$ cat config.mk
export PLATFORM = sky130hd
export DESIGN_NAME = adder_arbiter
export DESIGN_NICKNAME = d
export VERILOG_FILES = /design/src/rtl/adder_arb_pkg.sv /design/src/rtl/adder.sv /design/src/rtl/rr_arbiter.sv /design/src/rtl/adder_arbiter.sv
export SDC_FILE = /design/constraint.sdc
export NUM_CORES = 1
export LEC_CHECK = 0
export ABC_AREA = 0
export BUFFER_PORTS_ARGS = -buffer_cell sky130_fd_sc_hd__clkbuf_2
export CAP_MARGIN = 20
export CORE_MARGIN = 1
export CORE_UTILIZATION = 25
export DETAILED_ROUTE_END_ITERATION = 8
export GPL_ROUTABILITY_DRIVEN = 0
export PLACE_DENSITY = 0.58
export SETUP_SLACK_MARGIN = 0.1
export SLEW_MARGIN = 20
export SYNTH_ARGS = -nofsm -noshare
export SYNTH_HDL_FRONTEND = slang
export SYNTH_SLANG_ARGS = --single-unit
$ cat constraint.sdc
create_clock -name clk -period 41.3 [get_ports clk]
set_input_delay 6.195 -clock clk [delete_from_list [all_inputs] [get_ports clk]]
set_output_delay 6.195 -clock clk [all_outputs]
set_load 0.02 [all_outputs]
$ cat src/rtl/adder_arb_pkg.sv
// ============================================================================
//  Module      : adder_arb_pkg
//  Description : Shared types and limits for the adder_arbiter block.
//                adder_resp_t is the layout of the output register. Its
//                fields are sized for the largest supported configuration.
//                Users slice them down to WIDTH / IDW.
//  Revision    : 1.0 - initial release
// ============================================================================
`default_nettype none

package adder_arb_pkg;

   localparam int ADDER_ARB_MAX_NREQ  = 8;
   localparam int ADDER_ARB_MAX_WIDTH = 64;
   localparam int ADDER_ARB_MAX_IDW   = $clog2(ADDER_ARB_MAX_NREQ);

   typedef struct packed {
      logic [ADDER_ARB_MAX_WIDTH-1:0] sum;
      logic                           cout;
      logic                           ovf;
      logic [ADDER_ARB_MAX_IDW-1:0]   id;
   } adder_resp_t;

endpackage

`default_nettype wire

$ cat src/rtl/adder.sv
// ============================================================================
//  Module      : adder
//  Description : WIDTH-bit ripple-carry adder.
//  Ports       : a, b  - operands
//                cin   - carry-in
//                sum   - a + b + cin (low WIDTH bits)
//                cout  - carry out of the MSB
//  Revision    : 1.0 - initial release
// ============================================================================
`default_nettype none

module adder #(
   parameter int WIDTH = 32
) (
   input  logic [WIDTH-1:0] a,
   input  logic [WIDTH-1:0] b,
   input  logic             cin,
   output logic [WIDTH-1:0] sum,
   output logic             cout
);

   // The carry ripples through a block-local variable.
   // This keeps the chain out of a self-referencing vector net.
   always_comb begin : p_ripple
      logic w_carry;
      w_carry = cin;
      sum     = '0;
      for (int i = 0; i < WIDTH; i++) begin
         sum[i]  = a[i] ^ b[i] ^ w_carry;
         w_carry = (a[i] & b[i]) | (w_carry & (a[i] ^ b[i]));
      end
      cout = w_carry;
   end

endmodule

`default_nettype wire

$ cat src/rtl/rr_arbiter.sv
// ============================================================================
//  Module      : rr_arbiter
//  Description : Round-robin arbiter.
//                The search starts at ptr, wraps modulo NREQ and picks the
//                first set request. ptr moves to winner+1 only when advance
//                is high, so idle requesters and stalled cycles never use up
//                a turn.
//  Ports       : clk, rst_n - clock, asynchronous active-low reset
//                req        - request vector
//                advance    - the current winner was accepted this cycle
//                grant      - one-hot winner (zero when no request)
//  Revision    : 1.0 - initial release
// ============================================================================
`default_nettype none

module rr_arbiter
   import adder_arb_pkg::*;
#(
   parameter int NREQ = 4
) (
   input  logic            clk,
   input  logic            rst_n,
   input  logic [NREQ-1:0] req,
   input  logic            advance,
   output logic [NREQ-1:0] grant
);

   localparam int IDW = $clog2(NREQ);

   logic [IDW-1:0] r_ptr;
   logic [IDW-1:0] w_win;
   logic           w_found;

   always_comb begin : p_search
      int v_idx;
      v_idx   = 0;
      w_found = 1'b0;
      w_win   = '0;
      grant   = '0;
      for (int k = 0; k < NREQ; k++) begin
         v_idx = int'(r_ptr) + k;
         if (v_idx >= NREQ) begin
            v_idx = v_idx - NREQ;
         end
         if (!w_found && req[v_idx]) begin
            w_found = 1'b1;
            w_win   = IDW'(v_idx);
         end
      end
      grant[w_win] = w_found;
   end

   always_ff @(posedge clk or negedge rst_n) begin
      if (!rst_n) begin
         r_ptr <= '0;
      end else if (advance) begin
         r_ptr <= (w_win == IDW'(NREQ - 1)) ? '0 : w_win + IDW'(1);
      end
   end

endmodule

`default_nettype wire

$ cat src/rtl/adder_arbiter.sv
// ============================================================================
//  Module      : adder_arbiter
//  Description : Shares one ripple adder among NREQ add/subtract requesters.
//                A round-robin grant selects one requester per cycle. Its
//                result is captured in a single-entry output register with a
//                valid/ready handshake.
//  Ports       : clk, rst_n          - clock, asynchronous active-low reset
//                req_valid/req_ready - per-requester handshake
//                req_a, req_b        - operand slices, slice i = requester i
//                req_sub             - 1: A-B, 0: A+B
//                resp_valid/ready    - output handshake
//                resp_sum/cout/ovf   - result and flags
//                resp_id             - index of the producing requester
//  Revision    : 1.0 - initial release
// ============================================================================
`default_nettype none

module adder_arbiter
   import adder_arb_pkg::*;
#(
   parameter int WIDTH = 32,
   parameter int NREQ  = 4,
   parameter int IDW   = $clog2(NREQ)
) (
   input  logic                  clk,
   input  logic                  rst_n,
   input  logic [NREQ-1:0]       req_valid,
   output logic [NREQ-1:0]       req_ready,
   input  logic [NREQ*WIDTH-1:0] req_a,
   input  logic [NREQ*WIDTH-1:0] req_b,
   input  logic [NREQ-1:0]       req_sub,
   output logic                  resp_valid,
   input  logic                  resp_ready,
   output logic [WIDTH-1:0]      resp_sum,
   output logic                  resp_cout,
   output logic                  resp_ovf,
   output logic [IDW-1:0]        resp_id
);

   logic [NREQ-1:0]  w_grant;
   logic             w_can_accept;
   logic             w_advance;
   logic [WIDTH-1:0] w_a;
   logic [WIDTH-1:0] w_b;
   logic [WIDTH-1:0] w_b_eff;
   logic [WIDTH-1:0] w_sum;
   logic             w_sub;
   logic             w_cout;
   logic             w_ovf;
   logic [IDW-1:0]   w_id;

   logic             r_valid;
   adder_resp_t      r_resp;

   rr_arbiter #(
      .NREQ    (NREQ)
   ) u_rr (
      .clk     (clk),
      .rst_n   (rst_n),
      .req     (req_valid),
      .advance (w_advance),
      .grant   (w_grant)
   );

   // A full register that is being drained can take a new result on the
   // same edge. ready is also forced low while reset is held.
   assign w_can_accept = !r_valid | resp_ready;
   assign req_ready    = w_grant & {NREQ{w_can_accept & rst_n}};
   assign w_advance    = |(req_valid & req_ready);

   // Operand mux, driven by the one-hot grant.
   always_comb begin
      w_a   = '0;
      w_b   = '0;
      w_sub = 1'b0;
      w_id  = '0;
      for (int i = 0; i < NREQ; i++) begin
         if (w_grant[i]) begin
            w_a   = req_a[i*WIDTH +: WIDTH];
            w_b   = req_b[i*WIDTH +: WIDTH];
            w_sub = req_sub[i];
            w_id  = IDW'(i);
         end
      end
   end

   // Subtract is A + ~B + 1.
   assign w_b_eff = w_b ^ {WIDTH{w_sub}};

   adder #(
      .WIDTH (WIDTH)
   ) u_adder (
      .a     (w_a),
      .b     (w_b_eff),
      .cin   (w_sub),
      .sum   (w_sum),
      .cout  (w_cout)
   );

   assign w_ovf = (w_a[WIDTH-1] == w_b_eff[WIDTH-1]) & (w_sum[WIDTH-1] != w_a[WIDTH-1]);

   always_ff @(posedge clk or negedge rst_n) begin
      if (!rst_n) begin
         r_valid <= 1'b0;
         r_resp  <= '0;
      end else if (w_advance) begin
         r_valid     <= 1'b1;
         r_resp.sum  <= ADDER_ARB_MAX_WIDTH'(w_sum);
         r_resp.cout <= w_cout;
         r_resp.ovf  <= w_ovf;
         r_resp.id   <= ADDER_ARB_MAX_IDW'(w_id);
      end else if (resp_ready) begin
         r_valid <= 1'b0;
      end
   end

   assign resp_valid = r_valid;
   assign resp_sum   = r_resp.sum[WIDTH-1:0];
   assign resp_cout  = r_resp.cout;
   assign resp_ovf   = r_resp.ovf;
   assign resp_id    = r_resp.id[IDW-1:0];

   // The padding bits of the shared response layout are never presented.
   logic [$bits(adder_resp_t)-1:0] w_unused_resp;
   assign w_unused_resp = r_resp;

endmodule

`default_nettype wire

==> Yosys cells after proc, flatten, opt, wreduce, memory -nomap -nowiden <==
Index checks and enable logic that the tools add are counted.
{ "word_totals": {"ff_bits": 39, "in_bits": 267, "out_inout_bits": 41, "wordCells": 248} }
{ "classes": {"n_bitwise": 167, "eq_ne": 3, "reduce_logical": 10, "add_sub_neg": 8, "magnitude_cmp": 10, "n_mux": 44} }
{ "ops": {"columns": ["op", "count"], "rows": [
  ["32-bit 2-to-1 mux", 12],
  ["32-bit by 4-bit < comparator with 1-bit output, second input constant", 4],
  ["32-bit by 4-bit >= comparator with 1-bit output, second input constant", 3],
  ["32-bit by 4-bit subtractor with 32-bit output, second input constant", 3],
  ["1-bit bitwise AND", 66],
  ["1-bit bitwise XOR", 64],
  ["1-bit OR", 33],
  ["32-bit bitwise XOR", 1],
  ["1-bit 2-to-1 mux", 20],
  ["2-bit 2-to-1 mux", 7],
  ["4-bit bitwise AND", 3],
  ["1-bit binary-select mux with 2-bit select", 4],
  ["2-bit by 2-bit adder with 3-bit output, second input constant", 2],
  ["1-bit logical AND", 4],
  ["1-bit logical NOT", 4],
  ["4-bit OR reduction", 1],
  ["2-bit by 3-bit subtractor with 4-bit output, second input constant", 1],
  ["2-bit by 1-bit adder with 3-bit output, second input constant", 1],
  ["2-bit by 3-bit >= comparator with 1-bit output, second input constant", 1],
  ["2-bit by 3-bit < comparator with 1-bit output, second input constant", 1],
  ["2-bit by 1-bit adder with 2-bit output, second input constant", 1],
  ["1-bit demux with 2-bit select", 1],
  ["2-bit equality test, second input constant", 1],
  ["2-bit by 1-bit >= comparator with 1-bit output, second input constant", 1],
  ["other kinds (3)", 3]
]} }

==> Logic depth before layout (Yosys ltp) <==
Gate-level depths: netlist of run 1.
{ "logic_depth": {"depth_word": 91, "depth_mapped": 48, "depth_no_buf": 46} }

==> By module <==
Synthesis of run 1 repeated with hierarchy kept, for this count alone.
{ "unflattened": {"hier_cells": 447, "area_unflattened_um2": 4156.5} }
{ "modules_own_cells": {"columns": ["module", "n_inst", "seq_area_each_um2", "area_per_inst_um2", "cells_per_inst"], "rows": [
  ["adder_arbiter", 1, 925.9, 3201.8, 372],
  ["adder", 1, 0.0, 678.2, 42],
  ["rr_arbiter", 1, 50.0, 276.5, 33]
]} }

==> Worst setup path after synthesis of run 1 <==
Ideal clock, no wire load.
{ "synth_path": {"path_type": "in2reg", "from": "input req_valid[0]", "to": "register r_resp, in the netlist resp_ovf", "path_slack_ns": 19.426, "path_buffers": 2, "setup_ns": 0.121, "t_arrival_ns": 21.753, "required_ns": 41.179, "stages": 48, "path_cell_list": "nand3_1 a21oi_1 a211oi_1 inv_1 ha_1 nor2b_1 and2_4 buf_6 nand2_1 o2bb2ai_2 clkbuf_4 xnor2_1 fa_1 fa_1 fa_1 fa_1 fa_1 fa_1 (+12 left out) fa_1 fa_1 fa_1 fa_1 fa_1 fa_1 fa_1 fa_1 fa_1 fa_1 fa_1 fa_1 fa_1 fa_1 inv_1 fa_1 xor2_1 a22o_1"} }
{ "synth_via": {"elab_chain_cells": 89, "word_cells_on_any_way": 177, "cone_classes": "order compare (2); eq/ne (2); mux (34); bitwise (131); reduce/logical (8)"} }
{ "synth_rtl": {"columns": ["element", "line", "text"], "rows": [
  ["start, declared", "adder_arbiter.sv:27", "input logic [NREQ-1:0] req_valid,"],
  ["1-bit binary-select mux with 2-bit select", "rr_arbiter.sv:45", "if (!w_found && req[v_idx]) begin"],
  ["1-bit 2-to-1 mux (not written as such) (2 in a row)", "rr_arbiter.sv:45", null],
  ["1-bit 2-to-1 mux", "rr_arbiter.sv:45", null],
  ["1-bit logical NOT", "rr_arbiter.sv:45", null],
  ["1-bit logical AND", "rr_arbiter.sv:45", null],
  ["1-bit 2-to-1 mux", "rr_arbiter.sv:45", null],
  ["1-bit logical NOT", "rr_arbiter.sv:45", null],
  ["1-bit logical AND", "rr_arbiter.sv:45", null],
  ["(+73 left out)", null, null],
  ["1-bit bitwise AND", "adder.sv:30", "w_carry = (a[i] & b[i]) | (w_carry & (a[i] ^ b[i]));"],
  ["1-bit OR", "adder.sv:30", null],
  ["1-bit bitwise AND", "adder.sv:30", null],
  ["1-bit OR", "adder.sv:30", null],
  ["1-bit bitwise XOR (*)", "adder.sv:29", "sum[i] = a[i] ^ b[i] ^ w_carry;"],
  ["net u_adder.sum[31]", "adder.sv:18", "output logic [WIDTH-1:0] sum,"],
  ["1-bit inequality test (*)", "adder_arbiter.sv:100", "assign w_ovf = (w_a[WIDTH-1] == w_b_eff[WIDTH-1]) & (w_sum[WIDTH-1] != w_a[WIDTH-1]);"],
  ["1-bit bitwise AND (*)", "adder_arbiter.sv:100", null],
  ["end, declared", "adder_arbiter.sv:53", "adder_resp_t r_resp;"]
]} }
Mark *: on every way through the listed nets, which the timed path passes. The rest lies on a longest branch. The select of a mux whose other input is x is not followed.
A chain may end at the register's enable or synchronous reset.

==> Worst setup path after layout of run 1 <==
Same ends and word-level chain as after synthesis.

==> metrics.txt, run 1 <==
vias in the first global route ~4600; DIE HEIGHT ~130 um; crit path DAT 22.91 ns; Site Rows 47; # Post-CTS Setup Buffers 0; Max stage delay cell, worst path fa_1; YS warnings 0; area leader, netlist dfrtp_1; clock-pin slew on the worst setup and hold paths approximately 0.060 ns; CP dominant cell by count fa_1; f_max around 44 MHz; Clock Latency Late Sink ~0.29 ns; root buf cell clkbuf_16; initial antenna violation count 3; Final Cycle Share 0.5505; Largest stage delay, worst path between 0.4 and 0.5 ns; Post-Syn Nets 710; WL per Instance between 15 and 20 um; Synth Instances 407; Buf/Inv on CP 6; Place WS roughly 18 ns; post-route DRC violation count 0; grt ovf 0; status completed; Synth top cells by count a221o_1 (60), dfrtp_1 (39), nand2_1 (37); Final ANT Viol Nets 0; ant diodes 0; Fin. Hold Viols 0; transition time of the tightest slew-check pin approximately 0.90 ns; DIE AREA about 0.017 sq mm; Netlist cell types 43; Avg Cell Area, Syn 10.32 sq um; Setup TNS 0 ns; cell family with most CP delay adder cells; Startpoint Class primary input; Buffers on Ports 307; via density per instance about 5.1; Layout Cells excl Fill approximately 910; CP Max Fanout 51; cts repair resizes 0; Synth Flop Type dfrtp_1; Yosys top cell area share 0.2323; initial DRC count about 180; Final Slew Violations 0; synthesized flop and latch total 39; GRT Overall Usage 0.2074; sequential fraction of the synthesis area 0.2323; cts-stage hold buffer count 0; IO Count just over 300; core area between 0.015 and 0.02 sq mm; Async SR Flop Fraction 1.000; Worst Slack Setup Final ~19 ns; first-pass GRT wire length between 20 and 30 mm; minimum clock period 22.73 ns; EDFF count, synth 0; placed cells 898; critical path class in -> reg; Final Hold Slack about 0.48 ns; H-tree Lvls 2; Sink Count 39; max-cap violation count 0; hpwl dp about 15 mm; initial core utilization 0.2543; final setup violation count 0; r2r setup slk between 20 and 25 ns; power per standard cell area 95.16 mW/mm^2; RSZ-0062 raised after global routing false; CTS max path bufs 2; Layout area overhead 44.31%; TritonCTS clock tree yes; Setup crit end kind flop; leakage ~0.0028 uW; Pre-antenna DRT Iters 4; share of cells above drive strength 1 0.5321; Total Wirelength around 18 mm; Netlist Area Pre-Place 0.004202 sq mm; largest net degree at the start of global routing 52; CP Data Required Time between 40 and 50 ns; VDD IR max between 20 and 30 uV; die span in x 131.6 um; skew final 0.005307 ns; worst min path class reg -> reg; fin nets about 990; Slew HR 0.3966; top-count cell post-synth a221o_1; vias 4589; top cells by area, synth dfrtp_1 (23%), fa_1 (15%), a221o_1 (14%), o221ai_2 (10%), xnor2_1 (6.7%); TritonCTS Buffers 5
[cells in the final DEF, fill, tap and decap left out, drive strengths merged, types with 2 or more instances in the layout]
cell type	instances
o2bb2ai	2
o221ai	58
nor2	8
o21ai	34
a21oi	5
nand2	37
nor2b	2
clkbuf	313
a21o	2
nand3	2
a221o	60
fa	31
dfrtp	39
a221oi	3
mux2i	2
ha	5
nand2b	2
nor3b	4
buf	10
mux2	5
and3	2
a22oi	2
o22ai	3
a31oi	2
xnor2	32
inv	8
[tightest hold or removal path: stages (launching register included)]
cell     delay (ns)
dfrtp_1        0.34
nand2_1        0.05
o21ai_0        0.06
[logic make-up (layout without fill, tap and decap cells)]
family / count (synthesis) / after routing / synth area share
AO/OA/AOI/OAI: 176 / 176 / 0.3892
XOR/XNOR: 33 / 33 / 0.06879
adder cells (fa/ha/maj): 36 / 36 / 0.1626
buffers and inverters: 54 / 333 / 0.06045
flip-flops: 39 / 39 / 0.2323
multiplexers: 7 / 7 / 0.01816
AND/OR/NAND/NOR: 62 / 62 / 0.06849
[registers in the layout, summed over array words and instances, names as in the netlist]
register and count:
resp_valid 1, resp_cout 1, resp_id 2, resp_sum 32
resp_ovf 1, u_rr.r_ptr 2
[per-layer routing]
metal | track usage | vias up | share of wire
met3 | 0.04012 | 25 | 0.064
li1 | - | 2186 | -
met2 | 0.3236 | 211 | 0.45
met4 | 0.06008 | 6 | 0.020
met5 | 0 | - | 0.0022
met1 | 0.2889 | 2161 | 0.46
[power breakdown]
| group | internal, uW | switching [uW] | leakage (uW) |
|---|---|---|---|
| clock | 30.1 | 16.0 | 0.0000868 |
| sequential | 57.9 | 10.8 | 0.000484 |
| combinational | 199 | 263 | 0.00226 |
[worst paths after layout]
check	depth (start not counted)	startpoint	end
worst max-delay path	48	req_valid[0]	resp_ovf
worst min-delay path	2	resp_sum[19]	resp_sum[19]
worst max register to register	47	u_rr.r_ptr[1]	resp_ovf
worst min register to register	2	resp_sum[19]	resp_sum[19]
max in group asynchronous	2	rst_n	resp_sum[0]
min in group asynchronous	2	rst_n	u_rr.r_ptr[0]
[stage by stage]
| stage | utilization | total power (uW) | instance area [sq um] |
|---|---|---|---|
| global placement | 0.3564 | 535.1 | 5889 |
| finish | 0.3669 | 577.0 | 6063 |
| CTS | 0.3669 | 588.5 | 6063 |
| floorplan | - | 387.9 | 4202 |
| detailed placement | 0.3564 | 541.0 | 5889 |
| global route | 0.3669 | 637.4 | 6063 |
[final cells by class]
cell class                      instances  area, sq um
Fill cell                            1701        10460
Multi-Input combinational cell        314         2997
Timing Repair Buffer                  317         1612
Sequential cell                        39        975.9
Tap cell                              220        275.3
Clock buffer                            6        138.9
Clock inverter                          2        35.03
Inverter                                8        30.03
No activity file was read; power rests on OpenSTA's default activity.
==> run 2, diff against run 1 <==
PLACE_DENSITY = 0.6   (was 0.58)
clock period = 18.4 ns   (was 41.3 ns; I/O delays follow)
==> run 2 against run 1 <==
Against the previous run:
- via count grew 2.2%
- clock power grew 80%
- combinational power grew 140%
- worst hold slack lost 0.0033 ns
- first-iteration DRC count grew 67%
- sequential share of layout area shrank 0.77 points
- core utilization grew 1.9 points
- sequential power grew 130%
- largest cell class unchanged
==> metrics.txt, run 2 (synthesis gave the netlist of run 1 again) <==
critical path class in -> reg; ant diodes 0; Fillers approximately 1700; hpwl dp between 15 and 20 mm; Tot Pwr approximately 1400 uW; GRT Overall Usage 0.2125; CTS max path bufs 2; Total Wirelength ~19 mm; skew final about 0.0036 ns; grt ovf 0; Layout area overhead 51.61%; commonest cells after routing, fill and taps aside clkbuf_2 (307), a221o_1 (60), buf_4 (39), dfrtp_1 (39), nand2_1 (36); IO Count around 300; Max stage delay cell, worst path or4_1; DIE AREA 0.01733 sq mm; crit path DAT between 15 and 20 ns; Clock Latency Late Sink around 0.28 ns; Setup crit end kind flop; final instance area 0.006370 sq mm; core area roughly 0.017 sq mm; Setup TNS 0 ns; Final Cycle Share 0.9624; Startpoint Class primary input; vias 4689; CP Data Required Time 18.57 ns; Pre-antenna DRT Iters 4; CP dominant cell by count fa_1; initial antenna violation count 1; DIE HEIGHT 131.6 um; initial core utilization 0.2543; power per standard cell area 212.1 mW/mm^2; Largest stage delay, worst path 0.70 ns; root buf cell clkbuf_16; H-tree Lvls 2; CP Max Fanout 7; Site Rows between 40 and 50; TritonCTS clock tree yes; clock-pin slew on the worst setup and hold paths approximately 0.060 ns; largest net degree at the start of global routing between 70 and 80; via density per instance approximately 5.0; Slew HR 0.5916; Final ANT Viol Nets 0; RSZ-0062 raised after global routing false; Largest register FFs 32; share of cells above drive strength 1 0.5810; Buffers on Ports 307; WL per Instance about 20 um; transition time of the tightest slew-check pin approximately 0.61 ns; Fin. Hold Viols 0; max-cap violation count 0; Final Slew Violations 0; commonest non-fill, non-tap cell in the layout clkbuf_2; placement-stage cell area between 0.006 and 0.007 sq mm; first-pass GRT wire length roughly 28 mm; Sink Count 39; fin nets between 1000 and 1500; Final Hold Slack about 0.48 ns; die span in x ~130 um; TritonCTS Buffers 5; VDD IR max slightly above 60 uV; final setup violation count 0; worst min path class reg -> reg; f_max about 56 MHz; vias in the first global route roughly 4700; leakage between 0.002 and 0.003 uW; post-route DRC violation count 0; status completed; minimum clock period ~18 ns; initial DRC count slightly above 300
## run 2: cell types whose count changed in the layout (fill, tap and decap cells not counted), sizes merged
cell	before	now
buf	10	40
bufinv	1	0
clkbuf	313	314
## run 2: layout make-up
cell class	instances	area (sq um)	share of cell area
Timing Repair Buffer	347	1849	0.2903
Clock inverter	1	5.005	0.0007857
Multi-Input combinational cell	314	3102	0.4869
Sequential cell	39	975.9	0.1532
Clock buffer	7	132.6	0.02082
Tap cell	220	275.3	0.04321
Inverter	8	30.03	0.004714
## run 2: timing repair
item,CTS,global route
cloned,0,0
hold buffers,0,0
pin swaps,1,1
gates resized for setup,10,14
buffers inserted,1,1
endpoints found under the setup margin,2,3
## run 2: critical path, delay by kind of cell
kind | cells | cell delay [ns]
AO/OA/AOI/OAI | 3 | 0.60
multiplexers | 1 | 0.36
XOR/XNOR | 1 | 0.17
AND/OR/NAND/NOR | 1 | 0.70
adder cells (fa/ha/maj) | 31 | 12.75
buffers and inverters | 5 | 0.53
## run 2: per-stage QoR
stage,worst slack [ns],util,cells
3_3_place_gp,-0.2386,0.3711,926
3_5_place_dp,-0.4169,0.3711,926
6_report,0.6927,0.3855,936
4_1_cts,0.1170,0.3815,935
5_1_grt,0.1021,0.3855,936
2_1_floorplan,0.1162,-,407
## run 2: worst paths after layout
check	end	cells past startpoint	startpoint	slack (ns)
hold reg to reg	resp_sum[28]	2	resp_sum[28]	0.48
setup / recovery	resp_ovf	42	req_valid[3]	0.69
max in group asynchronous	resp_sum[28]	2	rst_n	15.48
hold / removal	resp_sum[28]	2	resp_sum[28]	0.48
min in group asynchronous	u_rr.r_ptr[0]	2	rst_n	2.55
setup reg to reg	resp_ovf	47	u_rr.r_ptr[1]	2.80
## run 2: routing by layer
metal  vias up  wire (um)  GRT usage
met2       211       8414     0.3339
li1       2248          -          -
met5         -         13          0
met4         2        343    0.05556
met1      2204       8976     0.3053
met3        24        972    0.02623
## run 2: where the power goes
part / internal, uW / switching, uW
logic: 495 / 617
clock network: 50.1 / 32.7
registers: 130 / 26.3
total: 675 / 676
==> run 3, diff against run 2 <==
CORE_MARGIN = not set   (was 1)
clock period = 15 ns   (was 18.4 ns; I/O delays follow)
==> run 3 against run 2 <==
Against the previous run:
- largest power group unchanged
- worst hold slack hardly changed
- critical path type unchanged
- core utilization grew 0.92 points
- clock skew grew 0.0038 ns
- the run now ends with negative setup slack left
- cell area increased by 2.4%
- global-route usage rose by 0.56 points
- final cell count grew 0.43%
- die area unchanged
- first-iteration DRC count down 23%
- sequential share of layout area decreased by 0.36 points
- register-to-register slack got worse by 1.9 ns
- clock power increased by 24%
- critical endpoint unchanged
==> metrics.txt, run 3 (synthesis gave the netlist of run 1 again) <==
Total Wirelength 18.86 mm; clock-pin slew on the worst setup and hold paths approximately 0.060 ns; Largest stage delay, worst path 0.64 ns; initial antenna violation count 2; Pre-antenna DRT Iters 4; H-tree Lvls 2; Worst Slack Setup Final -0.6801 ns; Buffers on Ports between 300 and 400; CP dominant cell by count fa_2; power per standard cell area ~270 mW/mm^2; grt met2 use 0.3416; Max stage delay cell, worst path or4_1; Clock Latency Late Sink slightly below 0.3 ns; Layout area overhead 55.21%; root buf cell clkbuf_16; Slew HR 0.5808; gr busiest metal met2; GRT Overall Usage 0.2181; critical path class in -> reg; Setup crit end kind flop; transition time of the tightest slew-check pin ~0.63 ns; VDD IR max between 100 and 150 uV; die span in x 131.6 um; commonest non-fill, non-tap cell in the layout clkbuf_2; IO Count about 300; share of cells above drive strength 1 0.6226; cts-stage hold buffer count 0; status complete, but fails checks; CTS max path bufs 2; Tot Pwr about 1700 uW; failing checks negative setup slack; post-route DRC violation count 0; Final Cycle Share 1.045; initial core utilization 0.2543; commonest cells after routing, fill and taps aside clkbuf_2 (305), a221o_1 (60), buf_4 (40), dfrtp_1 (39), nand2_1 (35); via density per instance 4.988; worst min path class reg -> reg; TritonCTS Buffers 5; TritonCTS clock tree yes; initial DRC count between 200 and 250; Fin. Hold Viols 0; final setup violation count 4; fin nets 1020; minimum clock period between 15 and 20 ns; RSZ-0062 raised after global routing true; crit path DAT about 16 ns; WL per Instance 20.07 um; first-pass GRT wire length ~29 mm; hpwl dp 15.70 mm; Util after Layout 0.3946; CP Max Fanout 7; Fillers roughly 1700; CP Data Required Time approximately 15 ns; largest net degree at the start of global routing 73; placed cells between 900 and 1000; vias ~4700; Largest register FFs 32; Layout Cells excl Fill 940; DIE HEIGHT about 130 um; core area between 0.015 and 0.02 sq mm; vias in the first global route between 4000 and 5000; skew final ~0.0073 ns; Startpoint Class primary input; GR Util met3 0.03781; Final ANT Viol Nets 0; f_max 63.78 MHz; Site Rows 47; max-cap violation count 0; GR Util met1 0.3043; Final Slew Violations 0; Sink Count 39; DIE AREA around 0.017 sq mm; grt ovf 0; leakage ~0.003 uW
run 3: per-layer routing:
metal  routed length (um)  vias up
li1                     -     2254
met1                 8818     2208
met2                 8569      208
met3                 1131       19
met4                  342        0
met5                    0        -
run 3: layout make-up:
class,count,area [sq um],share of cell area
flip-flops and latches,39,975.9,0.1497
clock inverters,1,5.005,0.0007675
repair buffers,349,1876,0.2876
multi-input cells,314,3222,0.4941
inverters,8,30.03,0.004605
diodes,2,5.005,0.0007675
clock buffers,7,132.6,0.02034
well taps,220,275.3,0.04221
run 3: where the power goes:
part / switching, uW / total, uW / leakage (uW) / internal, uW
registers: 32.3 / 192 / 0.000484 / 160
logic: 794 / 1440 / 0.00245 / 651
clock network: 41.1 / 103 / 0.0000679 / 61.5
total: 867 / 1740 / 0.00300 / 872
run 3: repair_timing:
| action | in CTS | in global routing |
|---|---|---|
| gates cloned | 0 | 0 |
| pin swaps | 5 | 9 |
| setup endpoints to repair | 5 | 6 |
| resized for setup | 22 | 9 |
| buffers inserted | 1 | 0 |
run 3: path summary, 6_finish.rpt:
path | slack (ns) | cells after the start | to | start
min | 0.48 | 2 | resp_sum[28] | resp_sum[28]
min reg2reg | 0.48 | 2 | resp_sum[28] | resp_sum[28]
max in group asynchronous | 12.59 | 2 | resp_sum[22] | rst_n
max reg2reg | 0.87 | 46 | resp_ovf | u_rr.r_ptr[1]
max | -0.68 | 43 | resp_ovf | req_valid[1]
min in group asynchronous | 2.04 | 2 | u_rr.r_ptr[0] | rst_n
run 3: worst max-delay path, delay by kind of cell:
kind / cells / cell delay [ns]
fa+ha+maj: 31 / 11.39
simple gates: 2 / 0.90
compound gates: 3 / 0.62
buf+inv: 5 / 0.41
xor+xnor: 2 / 0.28
run 3: per-stage QoR:
step	TNS [ns]	worst slack [ns]	hold slack, ns	area [sq um]
2_1_floorplan	-1.979	-0.8032	0.5760	4318
3_3_place_gp	-3.122	-1.017	0.4617	6231
3_5_place_dp	-4.084	-1.224	0.4664	6231
4_1_cts	-2.227	-0.8262	0.4852	6472
5_1_grt	-3.301	-1.068	0.5019	6521
6_report	-1.673	-0.6801	0.4768	6521
